File: config.mk
export PLATFORM = sky130hd
export DESIGN_NAME = mdu_param
export DESIGN_NICKNAME = d
export VERILOG_FILES = /design/src/rtl/mdu_param.sv
export SDC_FILE = /design/constraint.sdc
export NUM_CORES = 2
export LEC_CHECK = 0
export ABC_CLOCK_PERIOD_IN_PS = 15100
export CAP_MARGIN = 30
export CORE_MARGIN = 3
export CORE_UTILIZATION = 55
export CTS_CLUSTER_DIAMETER = 80
export DETAILED_ROUTE_END_ITERATION = 8
export PLACE_DENSITY = 0.73
export SYNTH_ARGS = -nofsm -noshare
export SYNTH_HDL_FRONTEND = slang
export SYNTH_SLANG_ARGS = --single-unit
File: constraint.sdc
create_clock -name clk -period 15.1 [get_ports clk]
set_input_delay 2.265 -clock clk [delete_from_list [all_inputs] [get_ports clk]]
set_output_delay 2.265 -clock clk [all_outputs]
set_load 0.005 [all_outputs]
File: src/rtl/mdu_param.sv
// Parametrised multiply/divide unit: multi-cycle multiply and multiply-accumulate into HI/LO,
// iterative radix-2 restoring divide, direct HI/LO writes, and cancel of in-flight work.
module mdu_param #(
    parameter int WIDTH      = 32,
    parameter int MUL_CYCLES = 5
) (
    input  logic             clk,
    input  logic             reset,
    input  logic [WIDTH-1:0] D1,
    input  logic [WIDTH-1:0] D2,
    input  logic             Start,
    input  logic [2:0]       Op,
    input  logic             WriteEnabled,
    input  logic             HiLo,
    input  logic             Cancel,
    output logic             Busy,
    output logic             Done,
    output logic [WIDTH-1:0] HI,
    output logic [WIDTH-1:0] LO
);

    localparam int CW = $clog2((WIDTH > MUL_CYCLES) ? WIDTH : MUL_CYCLES) + 1;

    typedef enum logic [1:0] {S_IDLE, S_MUL, S_DIV, S_FIX} state_t;

    state_t           r_state;
    logic [CW-1:0]    r_cnt;
    logic [2:0]       r_op;
    logic [WIDTH-1:0] r_a;
    logic [WIDTH-1:0] r_b;
    logic [WIDTH-1:0] r_hi;
    logic [WIDTH-1:0] r_lo;
    logic [WIDTH-1:0] r_rem;
    logic [WIDTH-1:0] r_quot;
    logic [WIDTH-1:0] r_dvsr;
    logic             r_busy;
    logic             r_done;

    logic               w_mulSigned;
    logic [2*WIDTH-1:0] w_aExt;
    logic [2*WIDTH-1:0] w_bExt;
    logic [2*WIDTH-1:0] w_prod;
    logic [2*WIDTH-1:0] w_acc;
    logic [2*WIDTH-1:0] w_mulRes;
    logic               w_isDiv;
    logic               w_divSigned;
    logic [WIDTH-1:0]   w_magA;
    logic [WIDTH-1:0]   w_magB;
    logic [WIDTH:0]     w_shift;
    logic [WIDTH:0]     w_trial;
    logic               w_fits;
    logic               w_divZero;
    logic               w_negQ;
    logic               w_negR;

    // Sign-extending to 2*WIDTH makes one modulo multiplier serve both signednesses
    assign w_mulSigned = r_op[0];
    assign w_aExt      = {{WIDTH{w_mulSigned & r_a[WIDTH-1]}}, r_a};
    assign w_bExt      = {{WIDTH{w_mulSigned & r_b[WIDTH-1]}}, r_b};
    assign w_prod      = w_aExt * w_bExt;
    assign w_acc       = {r_hi, r_lo};

    always_comb begin
        w_mulRes = w_prod;
        case (r_op[2:1])
            2'b10:   w_mulRes = w_acc + w_prod;
            2'b11:   w_mulRes = w_acc - w_prod;
            default: w_mulRes = w_prod;
        endcase
    end

    assign w_isDiv     = (Op == 3'd2) || (Op == 3'd3);
    assign w_divSigned = (Op == 3'd3);
    assign w_magA      = (w_divSigned && D1[WIDTH-1]) ? -D1 : D1;
    assign w_magB      = (w_divSigned && D2[WIDTH-1]) ? -D2 : D2;

    // One restoring step: the extra top bit of the trial difference is the borrow
    assign w_shift = {r_rem, r_quot[WIDTH-1]};
    assign w_trial = w_shift - {1'b0, r_dvsr};
    assign w_fits  = ~w_trial[WIDTH];

    assign w_divZero = (r_b == '0);
    assign w_negQ    = r_op[0] & (r_a[WIDTH-1] ^ r_b[WIDTH-1]);
    assign w_negR    = r_op[0] & r_a[WIDTH-1];

    always_ff @(posedge clk) begin
        r_done <= 1'b0;
        if (reset) begin
            r_state <= S_IDLE;
            r_cnt   <= '0;
            r_op    <= '0;
            r_a     <= '0;
            r_b     <= '0;
            r_hi    <= '0;
            r_lo    <= '0;
            r_rem   <= '0;
            r_quot  <= '0;
            r_dvsr  <= '0;
            r_busy  <= 1'b0;
        end else if (Cancel) begin
            r_state <= S_IDLE;
            r_busy  <= 1'b0;
        end else begin
            case (r_state)
                S_IDLE: begin
                    if (Start) begin
                        r_op   <= Op;
                        r_a    <= D1;
                        r_b    <= D2;
                        r_rem  <= '0;
                        r_quot <= w_magA;
                        r_dvsr <= w_magB;
                        r_busy <= 1'b1;
                        if (w_isDiv) begin
                            r_state <= S_DIV;
                            r_cnt   <= CW'(WIDTH - 1);
                        end else begin
                            r_state <= S_MUL;
                            r_cnt   <= CW'(MUL_CYCLES - 1);
                        end
                    end else if (WriteEnabled) begin
                        if (HiLo) r_hi <= D1;
                        else      r_lo <= D1;
                    end
                end
                S_MUL: begin
                    if (r_cnt == '0) begin
                        {r_hi, r_lo} <= w_mulRes;
                        r_done       <= 1'b1;
                        r_busy       <= 1'b0;
                        r_state      <= S_IDLE;
                    end else begin
                        r_cnt <= r_cnt - 1'b1;
                    end
                end
                S_DIV: begin
                    r_rem  <= w_fits ? w_trial[WIDTH-1:0] : w_shift[WIDTH-1:0];
                    r_quot <= {r_quot[WIDTH-2:0], w_fits};
                    if (r_cnt == '0) r_state <= S_FIX;
                    else             r_cnt   <= r_cnt - 1'b1;
                end
                S_FIX: begin
                    // Zero divisor yields all-ones quotient and the raw dividend regardless of sign
                    if (w_divZero) begin
                        r_lo <= {WIDTH{1'b1}};
                        r_hi <= r_a;
                    end else begin
                        r_lo <= w_negQ ? -r_quot : r_quot;
                        r_hi <= w_negR ? -r_rem : r_rem;
                    end
                    r_done  <= 1'b1;
                    r_busy  <= 1'b0;
                    r_state <= S_IDLE;
                end
                default: begin
                    r_state <= S_IDLE;
                    r_busy  <= 1'b0;
                end
            endcase
        end
    end

    assign Busy = r_busy;
    assign Done = r_done;
    assign HI   = r_hi;
    assign LO   = r_lo;

endmodule

**Word-level counts from Yosys, hierarchy flattened**

Index checks and enable logic that the tools add are counted.

- Add/sub/neg operators: 8
- Multipliers: 1
- Equality and inequality tests: 15
- Muxes and demuxes: 36
- Bitwise operators: 6
- Reduce and logical (&&, ||, !) cells: 18

Operator list:

| operator | number |
|---|---|
| two-way mux 32 bit | 17 |
| case mux 32 bit (3 select lines) | 2 |
| negation 32 bit | 4 |
| case mux 32 bit (2 select lines) | 2 |
| case mux 64 bit (2 select lines) | 1 |
| adder 64 bit | 1 |
| multiplier 33 x 33 -> 64 bit | 1 |
| subtractor 64 bit | 1 |
| subtractor 33 x 32 -> 33 bit | 1 |
| logical NOT 32 bit | 1 |
| inequality test 2 bit, second input constant | 8 |
| two-way mux 6 bit | 2 |
| case mux 6 bit (2 select lines) | 1 |
| AND reduction 3 bit | 4 |
| AND reduction 6 bit | 2 |
| equality test 2 bit, second input constant | 4 |
| two-way mux 2 bit | 4 |
| case mux 2 bit (4 select lines) | 1 |
| equality test 3 x 2 -> 1 bit, second input constant | 2 |
| logical NOT 6 bit | 1 |
| subtractor 6 x 1 -> 6 bit, second input constant | 1 |
| two-way mux 5 bit | 1 |
| AND reduction 4 bit | 1 |
| nonzero test 2 bit | 2 |
| other kinds (12) | 19 |

- Register bits: 237
- Input port bits: 73
- Word-level logic and storage cells: 96

**Depth between registers and ports, before layout**

- Depth in word-level cells: 6
- Gate-level depth with buffers: 47
- Gate-level depth less buffers: 44

**Least setup slack after synthesis**

OpenSTA, ideal clock, no wires.

- Path type: register -> register
- Start point: reg r_a[31]
- End point: reg r_hi[31], in the netlist HI[31]
- Arrival time: 11.230 ns
- Data required time: 15.034 ns
- Setup slack: 3.804 ns
- Stages on the path, launching flop included: 44
- Path buffers: 4
- Path through: dfxtp_1 > clkbuf_1 > and2_1 > clkbuf_1 > clkbuf_1 > clkbuf_1 > nand2_1 > inv_1 > fa_1 > inv_1 > fa_1 > inv_1 > fa_1 > fa_1 > fa_1 > fa_1 > fa_1 > inv_1 > (+8 left out) > xor2_1 > nand4_1 > nor4b_4 > nand4_2 > nor2_2 > a21oi_1 > xnor2_1 > ha_1 > a21o_1 > a21o_1 > a21o_1 > a21o_1 > nor3b_1 > a22oi_1 > xnor2_1 > mux2_2 > a211oi_1 > nand4bb_1

- Word-level cells in the longest chain between the ends: 6

RTL lines:

| element | RTL line | text |
|---|---|---|
| start, declared | 29 | `logic [WIDTH-1:0] r_a;` |
| start signal, assigned | 92 | `r_a <= '0;` |
| start signal, assigned | 108 | `r_a <= D1;` |
| AND 1 bit | 58, 84 |  |
| multiplier 33 x 33 -> 64 bit | 60 | `assign w_prod = w_aExt * w_bExt;` |
| subtractor 64 bit or adder 64 bit (tied branches) | 67, 66 |  |
| case mux 64 bit (2 select lines) | 65 | `case (r_op[2:1])` |
| two-way mux 32 bit | 127 | `if (r_cnt == '0) begin` |
| case mux 32 bit (3 select lines) (*) | 104 | `case (r_state)` |
| end signal, assigned | 128 | `{r_hi, r_lo} <= w_mulRes;` |
| end signal, assigned | 146 | `r_hi <= r_a;` |
| end signal, assigned | 149 | `r_hi <= w_negR ? -r_rem : r_rem;` |
| end, declared | 31 | `logic [WIDTH-1:0] r_hi;` |

Mark *: on every way between the ends. The rest lies on a longest branch, timed or not. The select of a mux whose other input is x is not followed.
A chain may end at the register's enable or synchronous reset.

**Worst setup path in the final report**

- Start point: reg r_b[24]
- End point: reg r_hi[31], in the netlist HI[31]

- Word-level cells in the longest chain between the ends: 5

RTL lines:

| element | RTL line | text |
|---|---|---|
| start, declared | 30 | `logic [WIDTH-1:0] r_b;` |
| start signal, assigned | 93 | `r_b <= '0;` |
| start signal, assigned | 109 | `r_b <= D2;` |
| multiplier 33 x 33 -> 64 bit | 60 |  |
| subtractor 64 bit or adder 64 bit (tied branches) | 67, 66 |  |
| case mux 64 bit (2 select lines) | 65 |  |
| two-way mux 32 bit | 127 |  |
| case mux 32 bit (3 select lines) (*) | 104 |  |

Marks and branches as above.

==> flow_results.org <==
** Worst setup path
- Most numerous cell on the critical path :: sky130_fd_sc_hd__fa_1
- At the worst endpoint, the arrival time is 13.31 ns.
- In this run the critical register-to-register path is captured at HI[31].
- The critical path starts at r_b[24].
- In this run the critical register-to-register path is launched from r_b[24].
- CP Launch Type :: register
- Critical Path Sink :: HI[31]
- Worst setup path category :: register to register
- Reg-to-reg slack, setup :: 2.33 ns
- Counting cells, the worst reg-to-reg path comes to 37.
- Data on the critical path is required at its endpoint by 15.64 ns.
- Among all stages on the critical path, the largest delay is contributed by sky130_fd_sc_hd__dfxtp_1.
- Worst Path Max Fanout :: 27
- Critical Path Max Stage Delay :: 0.86 ns
- Type of destination of the critical path :: register

** STA
- Measured against its own limit, the worst slew margin works out to 0.283.
- Fmax achieved :: 0.0783 GHz
- Worst-margin pin slew :: 1.07 ns
- The hold violation count in the final report came to 0.
- Worst hold slack :: 0.456 ns
- Worst setup margin :: 2.33 ns
- For the final routed database, the setup TNS stands at 0 ns.
- The smallest clock period supported by the final layout is computed as 12.77 ns.
- Setup repair after global routing left no endpoint under its margin.
- Count of final setup violators :: 0
- For the final database, setup skew stands at 0.0623 ns.
- Of the available clock period, the critical path in the final layout requires 0.846.
- Slew Limit Fails :: 0

** Cells and area
- For this run, the share of the core covered by cells in the final layout is 0.593.
- Fraction of final layout cells with drive strength greater than 1 :: 0.0404
- Layout overhead on the synthesized area :: 6.30%
- Net total in the final layout :: 8,416
- Post-route insts no fill :: 8,306
- After routing the design area is 61,900 sq um.

** Synthesis
- Dividing the synthesized area by the synthesized cell count gives 8.26 sq um.
- When the netlist entered floorplanning its net count stood at 8,573.
- In this run, distinct cell masters in the synthesized netlist total 99.
- Top FF cell, synth :: sky130_fd_sc_hd__dfxtp_1
- Post-synthesis sequential area ratio :: 0.0811
- Count of state elements after synthesis :: 236
- After technology mapping, the gate count stands at 7,054.
- Yosys warning total :: 0
- After synthesis, the share of flip-flops with an asynchronous set or reset is 0.
- The synthesized design contains 0 enable-type register cells.
- Total standard cell area after synthesis :: 58,300 sq um

** Clock network
- In this run the deepest clock path goes through 3 buffers.
- Once the clock tree was built, the setup fixing pass inserted 0 buffers.
- The clock drives 236 sinks.
- TritonCTS built the clock tree.
- CTS placed an instance of sky130_fd_sc_hd__clkbuf_16 at the clock tree root.
- Gates resized during post-CTS repair numbered 0.
- Hold repair after CTS inserted 0 buffers.
- Counting the buffers created by CTS gives 36.
- Worst skew pair latency :: 0.60 ns
- In this run the number of H-tree levels came out at 2.
- Clock transition at path regs :: 0.06 ns

** GRT
- In the global route stage, overall resource usage came out at 0.344.
- The number of global-route vias before repair is 50.7k.
- The first global-routing pass estimated 294,000 um of wire.
- Entering global routing, the biggest net connects 83 pins.
- The number of antenna violations at the first check in global routing came to 9.
- Summed over all layers, the global routing overflow is 0.

** Pwr
- Comb power frac :: 0.479
- Of the total power, the clock network draws 0.291.
- Power spread over the standard cell area amounts to 50.5 nW/um^2.
- For this design the total switching power over the nets is 1.39 mW.
- Internal Power :: 1.73 mW
- Sequential cell fraction of total power :: 0.231
- Of the total power, the share spent switching nets is 0.445.
- Sum of internal, switching and leakage power :: 3.13 mW
- For this design the static power due to leakage is 27.9 nW.
- Worst voltage drop across the vdd grid :: 0.0799 mV

** Drt
- The detailed router placed 49.3k vias in this run.
- Once detail routing completed, the nets flagged for antenna violations numbered 0.
- Post-DR wirelength/cell :: 22.8 um
- DRC violation total after the first TritonRoute iteration :: 4,457
- The first detailed-routing pass ran for 6 iterations.
- Per-cell via count in the routed design :: 5.94
- Post-detailed-route DRC marker count :: 0
- After detailed routing, the total wire length is 189,000 um.

** Floorplan
- Number of standard-cell rows in the floorplan :: 118
- The initial utilization of the core area, before any placement, comes to 0.558.
- The die covers 110,000 sq um.
- Height of the die :: 331 um
- In this run the count of I/O pins placed on the die edge is 139.
- The die is 331 um wide.
- The region available for standard cell placement spans 104,000 sq um.

** Placement
- Before CTS, the worst setup slack after placement is 2.50 ns.
- HPWL after detailed placement :: 151,000 um
- After detailed placement, the total cell area comes to 60,600 sq um.
- Routability-driven placement congestion ratio :: 1.00
- Number of placed cells counting well taps :: 8,236
- Number of I/O port buffers :: 138

** Hold path
- The worst hold path belongs to the class register to register.

** Flow run
- Max cap viols :: 0

** Run status
- The flow ran to the end, and the final reports show no timing, DRC or antenna violations.
## per-layer routing
layer / GRT usage / vias to the layer above / share of wire
met5: 0 / - / 0.00022
met4: 0.145 / 6 / 0.050
met3: 0.0670 / 489 / 0.096
met2: 0.560 / 2376 / 0.47
met1: 0.450 / 24735 / 0.39
li1: - / 21742 / -
## power by group through the flow
| stage | sequential (mW) | combinational [mW] | clock (mW) |
|---|---|---|---|
| after floorplan | 0.690 | 1.05 | 0 |
| after global placement | 0.735 | 1.44 | 0 |
| after detailed placement | 0.734 | 1.46 | 0 |
| after CTS | 0.721 | 1.47 | 0.915 |
| after global routing | 0.723 | 1.63 | 0.939 |
| final | 0.721 | 1.50 | 0.908 |
## placed cells by master (no fill, tap or decap), types with 30 or more instances in the layout
master,instances
sky130_fd_sc_hd__xor2_1,131
sky130_fd_sc_hd__o31ai_1,34
sky130_fd_sc_hd__clkbuf_16,36
sky130_fd_sc_hd__dfxtp_1,232
sky130_fd_sc_hd__o211ai_1,36
sky130_fd_sc_hd__nand2_1,1110
sky130_fd_sc_hd__nor4_1,31
sky130_fd_sc_hd__mux2i_1,37
sky130_fd_sc_hd__inv_1,1188
sky130_fd_sc_hd__a31oi_1,39
sky130_fd_sc_hd__a311oi_1,37
sky130_fd_sc_hd__nor2_1,349
sky130_fd_sc_hd__buf_4,104
sky130_fd_sc_hd__nor3_1,79
sky130_fd_sc_hd__nand2b_1,35
sky130_fd_sc_hd__and3_1,52
sky130_fd_sc_hd__or3_1,30
sky130_fd_sc_hd__nand3_1,59
sky130_fd_sc_hd__ha_1,316
sky130_fd_sc_hd__o21ai_0,240
sky130_fd_sc_hd__a21o_1,68
sky130_fd_sc_hd__clkdlybuf4s50_1,137
sky130_fd_sc_hd__xnor2_1,193
sky130_fd_sc_hd__and2_1,374
sky130_fd_sc_hd__a21oi_1,385
sky130_fd_sc_hd__nand4_1,34
sky130_fd_sc_hd__fa_1,1127
sky130_fd_sc_hd__a211oi_1,57
## kinds of logic (layout without fill, tap and decap cells)
kind of cell,after synthesis,in the layout,synth area share
compound gates,1088,1088,0.117
xor+xnor,325,325,0.0489
fa+ha+maj,1446,1446,0.456
buf+inv,1630,1500,0.106
flops,236,236,0.0811
mux,59,59,0.0106
other cells,0,2,0
simple gates,2270,2270,0.181
## critical path, delay by kind of cell (launching register included)
family,cells,cell delay (ns)
adder cells (fa/ha/maj),10,5.00
AO/OA/AOI/OAI,12,3.21
AND/OR/NAND/NOR,7,1.72
flip-flops,1,0.86
XOR/XNOR,3,0.84
buffers and inverters,4,0.65
multiplexers,1,0.38
## area by class of cell
type / count / area [sq um]
well taps: 1380 / 1730
clock buffers: 44 / 991
diodes: 2 / 5.00
flip-flops and latches: 236 / 4730
repair buffers: 247 / 2300
clock inverters: 21 / 292
inverters: 1188 / 4460
fillers: 9187 / 42500
multi-input cells: 5188 / 47400
## flip-flops by register name, indices dropped and copies added (netlist names)
signal and count:
HI 32, r_cnt 6, r_a 32, r_quot 32, Done 1, r_op 3
r_rem 32, LO 32, Busy 1, r_state 2, r_dvsr 31, r_b 32
## Yosys cell counts, types with 30 or more instances
| cell | instances | area (sq um) |
|---|---|---|
| sky130_fd_sc_hd__mux2i_1 | 37 | 370 |
| sky130_fd_sc_hd__nand2_1 | 1110 | 4170 |
| sky130_fd_sc_hd__xor2_1 | 131 | 1150 |
| sky130_fd_sc_hd__nor2_1 | 353 | 1330 |
| sky130_fd_sc_hd__nand2b_1 | 35 | 219 |
| sky130_fd_sc_hd__nor4_1 | 31 | 194 |
| sky130_fd_sc_hd__clkbuf_1 | 406 | 1520 |
| sky130_fd_sc_hd__nor3_1 | 79 | 395 |
| sky130_fd_sc_hd__o31ai_1 | 34 | 255 |
| sky130_fd_sc_hd__dfxtp_1 | 236 | 4720 |
| sky130_fd_sc_hd__nand3_1 | 59 | 295 |
| sky130_fd_sc_hd__and3_1 | 52 | 325 |
| sky130_fd_sc_hd__a31oi_1 | 39 | 244 |
| sky130_fd_sc_hd__ha_1 | 319 | 3990 |
| sky130_fd_sc_hd__o211ai_1 | 36 | 270 |
| sky130_fd_sc_hd__a311oi_1 | 37 | 324 |
| sky130_fd_sc_hd__inv_1 | 1188 | 4460 |
| sky130_fd_sc_hd__or3_1 | 30 | 188 |
| sky130_fd_sc_hd__o21ai_0 | 240 | 1200 |
| sky130_fd_sc_hd__nand4_1 | 34 | 213 |
| sky130_fd_sc_hd__and2_1 | 374 | 2340 |
| sky130_fd_sc_hd__fa_1 | 1127 | 22600 |
| sky130_fd_sc_hd__a21oi_1 | 385 | 1930 |
| sky130_fd_sc_hd__xnor2_1 | 194 | 1700 |
| sky130_fd_sc_hd__a21o_1 | 69 | 518 |
| sky130_fd_sc_hd__a211oi_1 | 57 | 428 |
## worst min path at each step
stage	start	end	slack (ns)	cells past startpoint
3_5_place_dp	r_dvsr[31]	r_dvsr[31]	0.45	2
4_1_cts	r_dvsr[31]	r_dvsr[31]	0.46	2
5_1_grt	r_dvsr[30]	r_dvsr[30]	0.48	2
6_report	r_dvsr[31]	r_dvsr[31]	0.46	2
2_1_floorplan	r_dvsr[25]	r_dvsr[25]	0.43	2
3_3_place_gp	r_dvsr[29]	r_dvsr[29]	0.44	2
Note: power is estimated with default switching activity, not from simulation.
